--- src/rtl/cpu_defs_pkg.sv ---
// Shared core definitions: opcodes decoded by the write-back mux and the store path,
// default datapath widths, and the store buffer FSM encoding.
package cpu_defs_pkg;
  localparam int DEF_DATA_W = 16;
  localparam int DEF_ADDR_W = 16;

  localparam logic [3:0] OP_ALU   = 4'd1;
  localparam logic [3:0] OP_IMM   = 4'd2;
  localparam logic [3:0] OP_LOAD  = 4'd10;
  localparam logic [3:0] OP_STORE = 4'd11;

  typedef enum logic {SB_IDLE, SB_REQ} sb_state_t;
endpackage

--- src/rtl/sync_fifo.sv ---
// Occupancy-counted FIFO; exposes the head and the entry behind it so the owner can
// reload its output registers on the same edge it pops.
module sync_fifo #(
  parameter int W     = 32,
  parameter int DEPTH = 4,
  localparam int AW   = $clog2(DEPTH),
  localparam int CW   = AW + 1
) (
  input  logic          clk,
  input  logic          rst_n,
  input  logic          push,
  input  logic          pop,
  input  logic [W-1:0]  wdata,
  output logic [W-1:0]  head,
  output logic [W-1:0]  nxt,
  output logic [CW-1:0] count
);
  logic [W-1:0]  mem [DEPTH];
  logic [AW-1:0] wr_ptr, rd_ptr, rd_ptr_nxt;

  // Pointers are exactly AW bits wide, so wrap modulo DEPTH is free.
  assign rd_ptr_nxt = rd_ptr + AW'(1);
  assign head       = mem[rd_ptr];
  assign nxt        = mem[rd_ptr_nxt];

  always_ff @(posedge clk)
    if (push) mem[wr_ptr] <= wdata;

  always_ff @(posedge clk or negedge rst_n) begin
    if (!rst_n) begin
      wr_ptr <= '0;
      rd_ptr <= '0;
      count  <= '0;
    end else begin
      if (push) wr_ptr <= wr_ptr + AW'(1);
      if (pop)  rd_ptr <= rd_ptr_nxt;
      case ({push, pop})
        2'b10:   count <= count + CW'(1);
        2'b01:   count <= count - CW'(1);
        default: count <= count;
      endcase
    end
  end
endmodule

--- src/rtl/store_buffer.sv ---
// Queues STORE requests and drains them in order to the memory write port over a
// req/ack handshake; the core only sees stall.
module store_buffer
  import cpu_defs_pkg::*;
#(
  parameter int DATA_W = DEF_DATA_W,
  parameter int ADDR_W = DEF_ADDR_W,
  parameter int DEPTH  = 4,
  localparam int CW    = $clog2(DEPTH) + 1
) (
  input  logic              clk,
  input  logic              rst_n,
  input  logic              issue_en,
  input  logic [3:0]        op_code,
  input  logic [ADDR_W-1:0] st_addr,
  input  logic [DATA_W-1:0] st_data,
  output logic              stall,
  output logic              wr_en,
  output logic [ADDR_W-1:0] wr_addr,
  output logic [DATA_W-1:0] wr_data,
  input  logic              wr_ack,
  output logic              empty,
  output logic [CW-1:0]     count
);
  localparam int EW = ADDR_W + DATA_W;

  sb_state_t   state;
  logic        push, pop;
  logic [EW-1:0] head, nxt;

  // No bypass: a full buffer refuses a push even when the head pops this cycle.
  assign stall = (count == CW'(DEPTH));
  assign push  = issue_en && (op_code == OP_STORE) && !stall;
  assign pop   = (state == SB_REQ) && wr_ack;
  assign empty = (count == '0) && (state == SB_IDLE);

  sync_fifo #(.W(EW), .DEPTH(DEPTH)) u_fifo (
    .clk   (clk),
    .rst_n (rst_n),
    .push  (push),
    .pop   (pop),
    .wdata ({st_addr, st_data}),
    .head  (head),
    .nxt   (nxt),
    .count (count)
  );

  // The head stays in the FIFO while in flight; it is popped only on ack.
  always_ff @(posedge clk or negedge rst_n) begin
    if (!rst_n) begin
      state   <= SB_IDLE;
      wr_en   <= 1'b0;
      wr_addr <= '0;
      wr_data <= '0;
    end else begin
      case (state)
        SB_IDLE: begin
          if (count != '0) begin
            {wr_addr, wr_data} <= head;
            wr_en              <= 1'b1;
            state              <= SB_REQ;
          end
        end
        SB_REQ: begin
          if (wr_ack) begin
            if (count > CW'(1)) begin
              {wr_addr, wr_data} <= nxt;
            end else begin
              wr_en <= 1'b0;
              state <= SB_IDLE;
            end
          end
        end
        default: begin
          wr_en <= 1'b0;
          state <= SB_IDLE;
        end
      endcase
    end
  end
endmodule

--- config.mk ---
export PLATFORM = sky130hd
export DESIGN_NAME = store_buffer
export DESIGN_NICKNAME = d
export VERILOG_FILES = /design/src/rtl/cpu_defs_pkg.sv /design/src/rtl/sync_fifo.sv /design/src/rtl/store_buffer.sv
export SDC_FILE = /design/constraint.sdc
export NUM_CORES = 1
export LEC_CHECK = 0
export BUFFER_PORTS_ARGS = -buffer_cell sky130_fd_sc_hd__clkbuf_2
export CORE_MARGIN = 2
export CORE_UTILIZATION = 53
export DETAILED_ROUTE_END_ITERATION = 6
export GPL_ROUTABILITY_DRIVEN = 1
export PLACE_DENSITY = 0.76
export SYNTH_ARGS = -nofsm -noshare
export SYNTH_HDL_FRONTEND = slang
export SYNTH_SLANG_ARGS = --single-unit
--- constraint.sdc ---
create_clock -name clk -period 2.7 [get_ports clk]
set_input_delay 0.135 -clock clk [delete_from_list [all_inputs] [get_ports clk]]
set_output_delay 0.135 -clock clk [all_outputs]
set_load 0.01 [all_outputs]
## Word-level counts from Yosys, hierarchy flattened

Memory sizes are Yosys's and may differ from the RTL's.
Cells that the tools add are included.

| operators by class | value |
|---|---|
| add/subtract/negate cells | 4 |
| order comparisons | 1 |
| equal/unequal tests | 8 |
| mux-type cells | 19 |
| bitwise logic cells | 1 |
| reductions and logical operators | 10 |

Operator list:

| cell | count |
|---|---|
| two-way mux 16 bit | 6 |
| case mux 16 bit (2 select lines) | 2 |
| two-way mux 1 bit | 8 |
| case mux 3 bit (2 select lines) | 1 |
| AND reduction 3 bit | 2 |
| adder 2 x 1 -> 2 bit (second input constant) | 2 |
| equality test 4 bit (second input constant) | 1 |
| logical AND 1 bit | 4 |
| != test 2 x 1 -> 1 bit (second input constant) | 2 |
| != test 2 bit (second input constant) | 2 |
| case mux 1 bit (2 select lines) | 2 |
| adder 3 x 1 -> 3 bit (second input constant) | 1 |
| equality test 3 bit (second input constant) | 1 |
| greater-than comparator 3 x 1 -> 1 bit (second input constant) | 1 |
| logical NOT 3 bit | 1 |
| nonzero test 3 bit | 1 |
| subtractor 3 x 1 -> 3 bit (second input constant) | 1 |
| equality test 2 x 1 -> 1 bit (second input constant) | 1 |
| equality test 2 bit (second input constant) | 1 |
| nonzero test 2 bit | 1 |
| logical NOT 1 bit | 1 |
| inverter 1 bit | 1 |

| storage, ports and cells | value |
|---|---|
| flip-flop bits (word level) | 41 |
| RAM bits | 128 |
| input bits | 40 |
| word-level logic and storage cells | 51 |
| memories | 1 |

Memories:

| name | words | bits a word | read ports | clocked after Yosys merged registers in | wr ports | line | text |
|---|---|---|---|---|---|---|---|
| u_fifo.mem | 4 | 32 | 2 | 0 | 1 | sync_fifo.sv:18 | `logic [W-1:0] mem [DEPTH];` |

## Logic depth before layout (Yosys ltp)

Gate-level depths: netlist of run 1.

| logic depth | value |
|---|---|
| depth after elaboration | 5 |
| depth in mapped cells | 10 |
| gate-level depth less buffers | 10 |

## Hierarchy

A second synthesis of run 1 with hierarchy kept.

| unflattened totals | value |
|---|---|
| cell total of the unflattened synthesis | 365 |
| area, all modules | 7354.6 um^2 |

By module, submodules not included:

| module | times used | cells each | area an instance (um^2) |
|---|---|---|---|
| sync_fifo | 1 | 240 | 5770.5 |
| store_buffer | 1 | 125 | 1584.0 |

## Worst setup path after synthesis of run 1

No wires, ideal clock.

| path | value |
|---|---|
| kind | flip-flop to flip-flop |
| start | register u_fifo.count[0] |
| end | memory u_fifo.mem[3][0], enable pin |
| arrival | 2.730 ns |
| required time | 2.279 ns |
| slack | -0.451 ns |
| stages on the path, launching flop included | 6 |
| path buffers | 0 |
| period minus slack after synthesis | 3.151 ns |
| path through | dfrtp_1 > inv_1 > ha_1 > and2_1 > or3_1 > nor2_1 |

| between the ends | value |
|---|---|
| cells in the longest elaborated chain, start to end | 5 |

Ends and longest elaborated chain:

| element | line | text |
|---|---|---|
| from (decl) | sync_fifo.sv:16 | `output logic [CW-1:0] count` |
| from (signal assigned) | sync_fifo.sv:38 | `2'b10: count <= count + CW'(1);` |
| from (signal assigned) | sync_fifo.sv:39 | `2'b01: count <= count - CW'(1);` |
| from (signal assigned) | sync_fifo.sv:40 | `default: count <= count;` |
| equality test 3 bit | store_buffer.sv:32 | `assign stall = (count == CW'(DEPTH));` |
| net stall | store_buffer.sv:17 | `output logic stall,` |
| logical NOT 1 bit | store_buffer.sv:33 | `assign push = issue_en && (op_code == OP_STORE) && !stall;` |
| logical AND 1 bit | store_buffer.sv:33 |  |
| two-way mux 1 bit | sync_fifo.sv:27 | `if (push) mem[wr_ptr] <= wdata;` |
| two-way mux 1 bit (not written as such) | sync_fifo.sv:27 |  |
| to (decl) | sync_fifo.sv:18 |  |

The timed path passes the listed nets, and every way through them passes these cells.

## Worst setup path in the final report of run 1

| path | value |
|---|---|
| start | register u_fifo.count[0] |
| end | register u_fifo.count[2] |

| between the ends | value |
|---|---|
| cells in the longest elaborated chain, start to end | 5 |

Ends and longest elaborated chain:

| element | line | text |
|---|---|---|
| equality test 3 bit | store_buffer.sv:32 |  |
| logical NOT 1 bit | store_buffer.sv:33 |  |
| logical AND 1 bit | store_buffer.sv:33 |  |
| equality test 2 x 1 -> 1 bit / equality test 2 bit (equally long branches) | sync_fifo.sv:37 | `case ({push, pop})` |
| case mux 3 bit (2 select lines) / nonzero test 2 bit (equally long branches) | - |  |

Several ways; a longest one is shown, not always the timed one.
A chain may end at the register's enable or synchronous reset.

==> results of run 1 <==
[cell families after synthesis]
kind of cell	synth area share
xor+xnor	0.007203
buf+inv	0.04356
fa+ha+maj	0.01544
compound gates	0.1904
simple gates	0.02075
flops	0.6675
mux	0.05522
[cells in the final DEF, fill, tap and decap left out, types with 2 or more instances in the layout]
master and instances:
buf_4 13, xnor2_1 5, ha_1 9, a22o_1 31, o21ai_0 32, mux2_2 10
o221ai_1 32, buf_12 5, o22ai_1 62, clkbuf_2 77, clkbuf_1 3, clkinv_1 5
mux2_1 24, and2_2 3, dfrtp_1 39, dlygate4sd3_1 33, nor2_4 2, a21oi_2 27
mux2i_1 2, edfxtp_1 128, clkbuf_16 17, nand2_1 7, and2_1 2, nor2_1 3
nand3_1 2, a21oi_1 6, clkinv_2 3, or2_1 2, inv_1 8
[per-stage QoR]
stage,util,TNS [ns],std cells,setup WS [ns]
after floorplan,-,-0.6219,491,-0.006478
after global placement,0.5865,0,718,0.4571
after detailed placement,0.5865,0,718,0.3384
after CTS,0.6510,0,783,0.3207
after global routing,0.6510,0,783,0.2118
final,0.6510,0,783,0.3542
[tightest hold or removal path, stage by stage]
cell and delay (ns):
clkbuf_2 0.09, nand2_1 0.09, nor2_4 0.06, xnor2_1 0.11
[state kept, by name, indices dropped and copies added (netlist names)]
| register | flops |
|---|---|
| state | 1 |
| u_fifo.count | 3 |
| u_fifo.mem | 128 |
| u_fifo.rd_ptr | 2 |
| u_fifo.wr_ptr | 2 |
| wr_addr | 16 |
| wr_data | 16 |
| wr_en | 1 |
[power by group]
| part | internal [mW] | total, mW | switching (mW) |
|---|---|---|---|
| clock network | 1.27 | 2.19 | 0.915 |
| logic | 1.66 | 3.86 | 2.20 |
| registers | 3.17 | 3.56 | 0.385 |
| total | 6.11 | 9.60 | 3.50 |
[path summary, 6_finish.rpt]
kind	cells past startpoint	from	endpoint	slack (ns)
min in group asynchronous	2	rst_n	wr_addr[1]	0.36
min reg2reg	2	wr_addr[14]	wr_addr[14]	0.49
max in group asynchronous	3	rst_n	wr_addr[11]	1.57
min	4	op_code[0]	u_fifo.wr_ptr[0]	0.11
max reg2reg	9	u_fifo.count[0]	u_fifo.count[2]	0.35
max	9	u_fifo.count[0]	u_fifo.count[2]	0.35
[per-layer routing]
| metal | up-vias | GRT usage | wire length [microns] |
|---|---|---|---|
| met5 | - | 0 | 0 |
| met4 | 0 | 0.09195 | 299 |
| met3 | 28 | 0.05639 | 926 |
| met2 | 201 | 0.3855 | 8196 |
| met1 | 2408 | 0.2918 | 6714 |
| li1 | 2171 | - | - |
[area by class of cell]
type / count / area share
Sequential cell: 169 / 0.5610
Multi-Input combinational cell: 270 / 0.2441
Timing Repair Buffer: 128 / 0.1051
Clock buffer: 21 / 0.05184
Tap cell: 176 / 0.02534
Clock inverter: 11 / 0.009215
Inverter: 8 / 0.003456
[what timing repair did]
action	in CTS	in global routing
setup endpoints to repair	0	0
endpoints found under the hold margin	153	0
buffers inserted	0	0
hold buffers	33	0
==> flow_metrics.tcl, run 1 <==
set metrics [dict create \
    grt_pass1_vias 5020 \
    drc 0 \
    ctsHtreeMaxLevel 4 \
    die_w_microns 121.3 \
    critPathBufInv 2 \
    drive_gt1_frac 0.2751 \
    ys_seq_area_frac 0.6675 \
    clock_skew_ns 0.005374 \
    synth-edff-count 128 \
    async_flop_share 0.2426 \
    initial_core_util 0.5466 \
    grt_overflow 0 \
    fill_cells 937 \
    numCtsBuffers 17 \
    viasPerCell 6.140 \
    cts_tree "done" \
    cpPeakStageDelay_ns 0.45 \
    die_h_microns 121.3 \
    synthTopCellsByArea "edfxtp_1 (53%), dfrtp_1 (14%), o22ai_1 (5.3%)" \
    synth_most_common_cell "edfxtp_1" \
    grtUsageTotal 0.2312 \
    final.min_clock_period_ns 2.346 \
    cts_num_sinks 169 \
    firstDrtPassIters 4 \
    end_kind "flop" \
    min_path_type "in -> reg" \
    boundaryPins 78 \
    worstMarginPinSlew_ns 0.8471 \
    clockRootBuffer "clkbuf_16" \
    wl_per_cell_microns 20.61 \
    antenna_cells 0 \
    vdd_drop_max_mv 0.7651 \
    synth_area_sq_um 7296 \
    placement_rows 42 \
    max_freq_ghz 0.4263 \
    cp_slowest_cell "dfrtp_1" \
    grt_max_degree 65 \
    hold_slack_ns 0.1096 \
    synth_nets 540 \
    drv_cap 0 \
    required_ns 3.04 \
    slew_headroom 0.4353 \
    grt_pass1_wl_mm 25.72 \
    post-synth-top-area-cell "edfxtp_1" \
    ys.flop_type "edfxtp_1" \
    run_status "finished, final reports clean" \
    netlist.area_leader.share 0.5268 \
    rsz0062_at_grt "false" \
    critPathMaxFanout 6 \
    critical_path.startpoint_type "flop" \
    critPathArrivalTime_ns 2.69 \
    vias 4808 \
    gp_routability_congestion 0.7781 \
    p_leak_nw 3.169 \
    path_class "reg -> reg" \
    routed_wl_mm 16.14 \
    core_sq_um 13350 \
    drtIter0Drc 405 \
    power.density_nw_per_um2 1105 \
    final_nets 643 \
    power_mw 9.603 \
    crit_chain "inv_1, ha_1, and2_1, or3_1, nor2_4, inv_1, ha_1, nor2_1, xor2_1" \
    clk_latency_ns 0.42 \
    finalHoldViolations 0 \
    seq_area_sq_um 4875 \
    hpwl_mm 9.546 \
    multi_input_area_sq_um 2121 \
    setup_viol 0 \
    clkTransAtPathRegs_ns 0.06 \
    drv_slew 0 \
    synthTopCellsByCount "edfxtp_1 (128), o22ai_1 (62), dfrtp_1 (41)" \
    io_buffers 77 \
    yosys_warnings 0 \
    postSynthAreaPerCell_sq_um 14.86 \
    die_area_sq_um 14720 \
    antenna_left 0 \
    antenna_found_initial 0 \
    ctsResizeCount 0 \
    area.growth.synth_to_final_pct 19.10 \
    final_area_sq_um 8690 \
    crit_family "simple AND/OR/NAND/NOR gates" \
    synth-seq-cells 169 \
    clk_path_buf_depth 2 \
    syn_inst 491 \
    post-route-period-util 0.8688 \
    yosysUniqueCellTypes 34 \
    post_dp_cell_area_sq_um 7829 \
]
No activity file was read; power rests on OpenSTA's default activity.
==> run 2: changes to the inputs <==
- SETUP_SLACK_MARGIN: unset -> 0.4
==> run 2 against run 1 <==
- clock power up 5%
- clock skew up 0.0093 ns
- wire length up 5.9%
- non-clock buffer count up 12
- critical path depth up 1
- flip-flop and latch count unchanged
- design area up 1.7%
- fmax up 6.6%
- worst hold slack better by 0.075 ns
- largest power group unchanged
==> flow_metrics.tcl, run 2 (synthesis gave the netlist of run 1 again) <==
set metrics [dict create \
    placement_rows 42 \
    internal-power_mw 6.285 \
    area.growth.synth_to_final_pct 21.13 \
    cp-endpoint "u_fifo.count[2]" \
    post_dp_cell_area_sq_um 7876 \
    setup_tns_ns 0 \
    io_buffers 77 \
    antenna_left 0 \
    ctsHtreeMaxLevel 4 \
    swShare 0.3641 \
    largest_reg_flops 128 \
    critPathBufInv 2 \
    vias 5008 \
    grt_overflow 0 \
    rr_endpoint "u_fifo.count[2]" \
    path_class "reg -> reg" \
    p_leak_nw 3.241 \
    die_h_microns 121.3 \
    setup_viol 0 \
    cts_tree "done" \
    grt_pass1_wl_mm 26.85 \
    drtIter0Drc 483 \
    final.min_clock_period_ns 2.201 \
    core_sq_um 13350 \
    p_seq_frac 0.353 \
    post-route-period-util 0.8154 \
    power.density_nw_per_um2 1118 \
    cpPeakStageDelay_ns 0.40 \
    final_area_sq_um 8837 \
    clkTransAtPathRegs_ns 0.06 \
    power_frac_comb 0.414 \
    slew_headroom 0.5532 \
    firstDrtPassIters 5 \
    routed_wl_mm 17.10 \
    antenna_found_initial 0 \
    hpwl_mm 10.21 \
    finalHoldViolations 0 \
    worst-path-stages 10 \
    critPathMaxFanout 5 \
    final_cell_mix "edfxtp_1 (128), clkbuf_2 (77), o22ai_1 (62)" \
    final_common_cell "edfxtp_1" \
    gp_routability_congestion 0.7872 \
    clock_skew_ns 0.01471 \
    power_mw 9.883 \
    viasPerCell 6.299 \
    top_regs "u_fifo.mem: 128 flops, wr_addr: 16 flops, wr_data: 16 flops" \
    regMostFlops "u_fifo.mem" \
    grt_max_degree 65 \
    die_area_sq_um 14720 \
    grtUsageTotal 0.2452 \
    initial_core_util 0.5466 \
    max_freq_ghz 0.4542 \
    critical_path.startpoint_type "flop" \
    cpMostUsedCell "inv_1" \
    reg2regPathDepth 10 \
    power_switching_mw 3.599 \
    required_ns 3.01 \
    rsz0062_at_grt "false" \
    critPathArrivalTime_ns 2.51 \
    reg2reg_slack_ns 0.50 \
    clk_latency_ns 0.43 \
    crit_family "simple AND/OR/NAND/NOR gates" \
    run_status "finished, final reports clean" \
    clk_path_buf_depth 2 \
    cts_num_sinks 169 \
    vdd_drop_max_mv 0.6437 \
    grt_pass1_vias 5139 \
    wl_per_cell_microns 21.50 \
    die_w_microns 121.3 \
    reg2reg_from "u_fifo.count[0]" \
    cp-startpoint "u_fifo.count[0]" \
    final_nets 655 \
    min_path_type "in -> reg" \
    clockRootBuffer "clkbuf_16" \
    boundaryPins 78 \
    numCtsBuffers 17 \
    drv_cap 0 \
    drc 0 \
    cp_slowest_cell "dfrtp_2" \
    end_kind "flop" \
    worstMarginPinSlew_ns 0.6703 \
    drive_gt1_frac 0.2973 \
    pwr-share-clk 0.233 \
    antenna_cells 0 \
    drv_slew 0 \
    crit_chain "inv_1, ha_1, and2_1, or3_4, nor2_4, inv_1, ha_4, mux2i_1, nor2_2, xor2_1" \
]
==> run 2: power by group through the flow <==
| stage | combinational (mW) | clock, mW | sequential [mW] |
|---|---|---|---|
| 3_5_place_dp | 3.94 | 0 | 3.54 |
| 3_3_place_gp | 3.80 | 0 | 3.52 |
| 5_1_grt | 4.44 | 2.46 | 3.52 |
| 6_report | 4.09 | 2.30 | 3.49 |
| 4_1_cts | 4.02 | 2.34 | 3.49 |
| 2_1_floorplan | 2.93 | 0 | 3.53 |
==> run 2: per-stage QoR <==
| step | setup slack (ns) | hold WS (ns) | cells | util |
|---|---|---|---|---|
| 6_report | 0.4986 | 0.1846 | 795 | 0.6621 |
| 5_1_grt | 0.3586 | 0.2149 | 795 | 0.6621 |
| 4_1_cts | 0.4214 | 0.1255 | 789 | 0.6576 |
| 3_5_place_dp | 0.2076 | 0.1280 | 723 | 0.5901 |
| 3_3_place_gp | 0.3274 | 0.1129 | 723 | 0.5901 |
| 2_1_floorplan | 0.2965 | -0.1606 | 491 | - |
==> run 2: worst min-delay path by stage <==
stage          depth (start not counted)          endpoint  startpoint  slack (ns)
6_report                               3  u_fifo.rd_ptr[0]      wr_ack        0.18
5_1_grt                                3  u_fifo.rd_ptr[0]      wr_ack        0.21
4_1_cts                                3  u_fifo.rd_ptr[0]      wr_ack        0.13
3_5_place_dp                           1        wr_data[9]       rst_n        0.13
3_3_place_gp                           1        wr_data[7]       rst_n        0.11
2_1_floorplan                          0             state       rst_n       -0.16
==> run 2: worst reg2reg max path: stages, from the launching register on <==
cell and delay [ns]:
dfrtp_2 0.40, inv_1 0.07, ha_1 0.22, and2_1 0.16
or3_4 0.40, nor2_4 0.17, inv_1 0.09, ha_4 0.17
mux2i_1 0.19, nor2_2 0.06, xor2_1 0.14
==> run 2: repair_timing <==
item | in CTS | in global routing
hold buffers | 33 | 0
gates resized for setup | 3 | 2
hold endpoints to repair | 144 | 0
pin swaps | 1 | 1
setup endpoints to repair | 98 | 56
setup buffers | 1 | 6
==> run 2: layer usage <==
metal | vias up | wire, microns | track usage | share of wire
li1 | 2204 | - | - | -
met5 | - | 0 | 0 | 0
met4 | 0 | 232 | 0.08261 | 0.014
met1 | 2523 | 6857 | 0.3032 | 0.40
met3 | 27 | 1334 | 0.08318 | 0.078
met2 | 254 | 8671 | 0.4055 | 0.51
==> run 2: layout make-up <==
cell class | instances | area [sq um]
repair buffers | 140 | 1016
well taps | 176 | 220.2
clock buffers | 22 | 454.2
flip-flops and latches | 169 | 4873
inverters | 8 | 30.03
clock inverters | 10 | 101.3
fillers | 953 | 4511
multi-input cells | 270 | 2142
==> run 3: changes to the inputs <==
- ABC_AREA: unset -> 1
- CORE_UTILIZATION: 53 -> 54
- PLACE_DENSITY: 0.76 -> 0.77
- clock period: 2.7 -> 1.9 ns (I/O delays scaled with it)
==> run 3 against run 2 <==
- worst setup slack lost 0.33 ns
- synthesized cell count up 98%
- global-route usage up 2.6 points
- combinational power grew 110%
- synthesized area grew 14%
- register-to-register slack worse by 0.33 ns
- largest power group unchanged
==> flow_metrics.tcl, run 3 <==
set metrics [dict create \
    run_status "finished, final reports clean" \
    netlist.area_leader.share 0.4613 \
    postSynthAreaPerCell_sq_um 8.582 \
    synth_area_sq_um 8333 \
    final_nets 1153 \
    final.setup.worst_slack_ns 0.1725 \
    clockRootBuffer "clkbuf_16" \
    critPathMaxFanout 16 \
    post-synth-top-area-cell "edfxtp_1" \
    clock_skew_ns 0.01410 \
    p_leak_nw 5.120 \
    yosys.area_share.adder 0.01351 \
    finalHoldViolations 0 \
    largest_reg_flops 128 \
    hpwl_mm 11.13 \
    synth_xor_area_frac 0.005255 \
    post-place-ws_ns 0.1796 \
    slew_headroom 0.6380 \
    cpPeakStageDelay_ns 0.38 \
    clk_path_buf_depth 2 \
    drive_gt1_frac 0.2193 \
    worstMarginPinSlew_ns 0.5417 \
    synth-seq-cells 169 \
    clkTransAtPathRegs_ns 0.07 \
    synthTopCellsByArea "edfxtp_1 (46%), nand2_1 (16%), dfrtp_1 (12%)" \
    antenna_found_initial 0 \
    grt_overflow 0 \
    die_h_microns 128.2 \
    setup_viol 0 \
    reg2reg_from "u_fifo.count[0]" \
    numCtsBuffers 17 \
    boundaryPins 78 \
    hold_slack_ns 0.1478 \
    final.min_clock_period_ns 1.728 \
    vias 7275 \
    max_freq_ghz 0.5789 \
    final_cell_mix "nand2_1 (317), edfxtp_1 (128), inv_1 (126), nand3_1 (126), clkbuf_2 (77)" \
    core_sq_um 15150 \
    drc 0 \
    drv_cap 0 \
    path_class "reg -> reg" \
    ys.flop_type "edfxtp_1" \
    syn_inst 971 \
    min_path_type "in -> async" \
    critPathArrivalTime_ns 1.86 \
    ctsHtreeMaxLevel 4 \
    area.growth.synth_to_final_pct 31.11 \
    synthTopCellsByCount "nand2_1 (349), nand3_1 (147), edfxtp_1 (128), inv_1 (128), nor2_1 (65)" \
    synth_most_common_cell "nand2_1" \
    clk_latency_ns 0.44 \
    synth_top_family_by_area "simple AND/OR/NAND/NOR gates" \
    finish.utilization 0.7214 \
    synth_compound_area_frac 0.02387 \
    critPathBufInv 3 \
    placement_rows 45 \
    setup_tns_ns 0 \
    grt_max_degree 51 \
    firstDrtPassIters 6 \
    gp_routability_congestion 0.7703 \
    rsz0062_at_grt "true" \
    synth-edff-count 128 \
    async_flop_share 0.2426 \
    drtIter0Drc 840 \
    synth_nets 1020 \
    ys_seq_area_frac 0.5844 \
    cp_slowest_cell "dfrtp_2" \
    antenna_cells 0 \
    yosysUniqueCellTypes 24 \
    yosys_warnings 0 \
    drv_slew 0 \
    grtUsageTotal 0.2708 \
    required_ns 2.03 \
    reg2reg_slack_ns 0.17 \
    cts_num_sinks 169 \
    final_common_cell "nand2_1" \
    synth_simple_gate_area_frac 0.2778 \
    grt_pass1_vias 6628 \
    die_area_sq_um 16440 \
    fill_cells 976 \
    initial_core_util 0.5502 \
    top_regs "u_fifo.mem: 128 flops, wr_addr: 16 flops, wr_data: 16 flops" \
    crit_chain "inv_2, ha_4, nand2_2, nand4_1, buf_6, nor2_4, buf_12" \
    io_buffers 77 \
    power.density_nw_per_um2 1614 \
    synthMuxAreaShare 0 \
    routed_wl_mm 23.35 \
    critical_path.startpoint_type "flop" \
    crit_family "buffers and inverters" \
    post-route-period-util 0.9092 \
    wl_per_cell_microns 17.89 \
    viasPerCell 5.575 \
    end_kind "flop" \
    die_w_microns 128.2 \
    grt_pass1_wl_mm 33.39 \
    rr_endpoint "u_fifo.mem[3][5]" \
    antenna_left 0 \
    reg2regPathDepth 7 \
    vdd_drop_max_mv 0.9186 \
    cts_tree "done" \
    regMostFlops "u_fifo.mem" \
]
[run 3: cell type report]
cell class / instances / area (sq um) / share of cell area
flip-flops and latches: 169 / 4875 / 0.4462
multi-input cells: 618 / 3050 / 0.2792
repair buffers: 165 / 1585 / 0.1451
inverters: 133 / 518.0 / 0.04741
clock buffers: 20 / 466.7 / 0.04272
well taps: 188 / 235.2 / 0.02153
clock inverters: 12 / 195.2 / 0.01787
[run 3: what timing repair did]
item,4_1_cts,5_1_grt
buffers inserted,13,1
endpoints found under the hold margin,144,0
setup endpoints to repair,162,165
hold buffers,34,0
pin swaps,6,34
gates resized for setup,37,80
gates cloned,8,6
[run 3: worst register-to-register path, cell delays in order, from the launching register on]
cell and delay, ns:
dfrtp_2 0.38, inv_2 0.06, ha_4 0.16, nand2_2 0.05
nand4_1 0.15, buf_6 0.19, nor2_4 0.22, buf_12 0.22
[run 3: per-stage QoR]
stage / std cells / total power, mW / area, sq um
final: 1305 / 17.63 / 10930
after global routing: 1305 / 18.54 / 10930
after CTS: 1298 / 16.27 / 10460
after detailed placement: 1211 / 11.29 / 8992
after global placement: 1211 / 11.14 / 8992
after floorplan: 971 / 9.565 / 8381
[run 3: cells by family (layout without fill, tap and decap cells)]
logic type	after synthesis	after routing
AND/OR/NAND/NOR	565	565
flip-flops	169	169
adder cells (fa/ha/maj)	9	9
AO/OA/AOI/OAI	39	39
buffers and inverters	184	330
XOR/XNOR	5	5
[run 3: metal layers]
metal  vias up  wire length, microns  GRT usage
met3        98                  2210    0.05885
met1      3373                  8527     0.3357
met4         0                  1008     0.1351
li1       3358                     -          -
met2       446                 11600     0.4503
met5         -                     0          0
[run 3: worst max-delay path by stage]
stage	startpoint	endpoint	slack, ns	depth (start not counted)
2_1_floorplan	u_fifo.count[0]	u_fifo.mem[0][0]	-0.31	5
3_3_place_gp	u_fifo.count[0]	u_fifo.mem[0][14]	0.23	7
3_5_place_dp	u_fifo.count[0]	u_fifo.mem[0][16]	0.18	7
4_1_cts	u_fifo.count[1]	u_fifo.mem[0][4]	0.25	8
5_1_grt	u_fifo.count[0]	u_fifo.mem[3][5]	0.12	7
6_report	u_fifo.count[0]	u_fifo.mem[3][5]	0.17	7
[run 3: report_power, final]
part	internal [mW]	total, mW	switching, mW
Clock	2.43	3.88	1.45
Sequential	4.51	4.97	0.458
Combinational	3.48	8.78	5.31
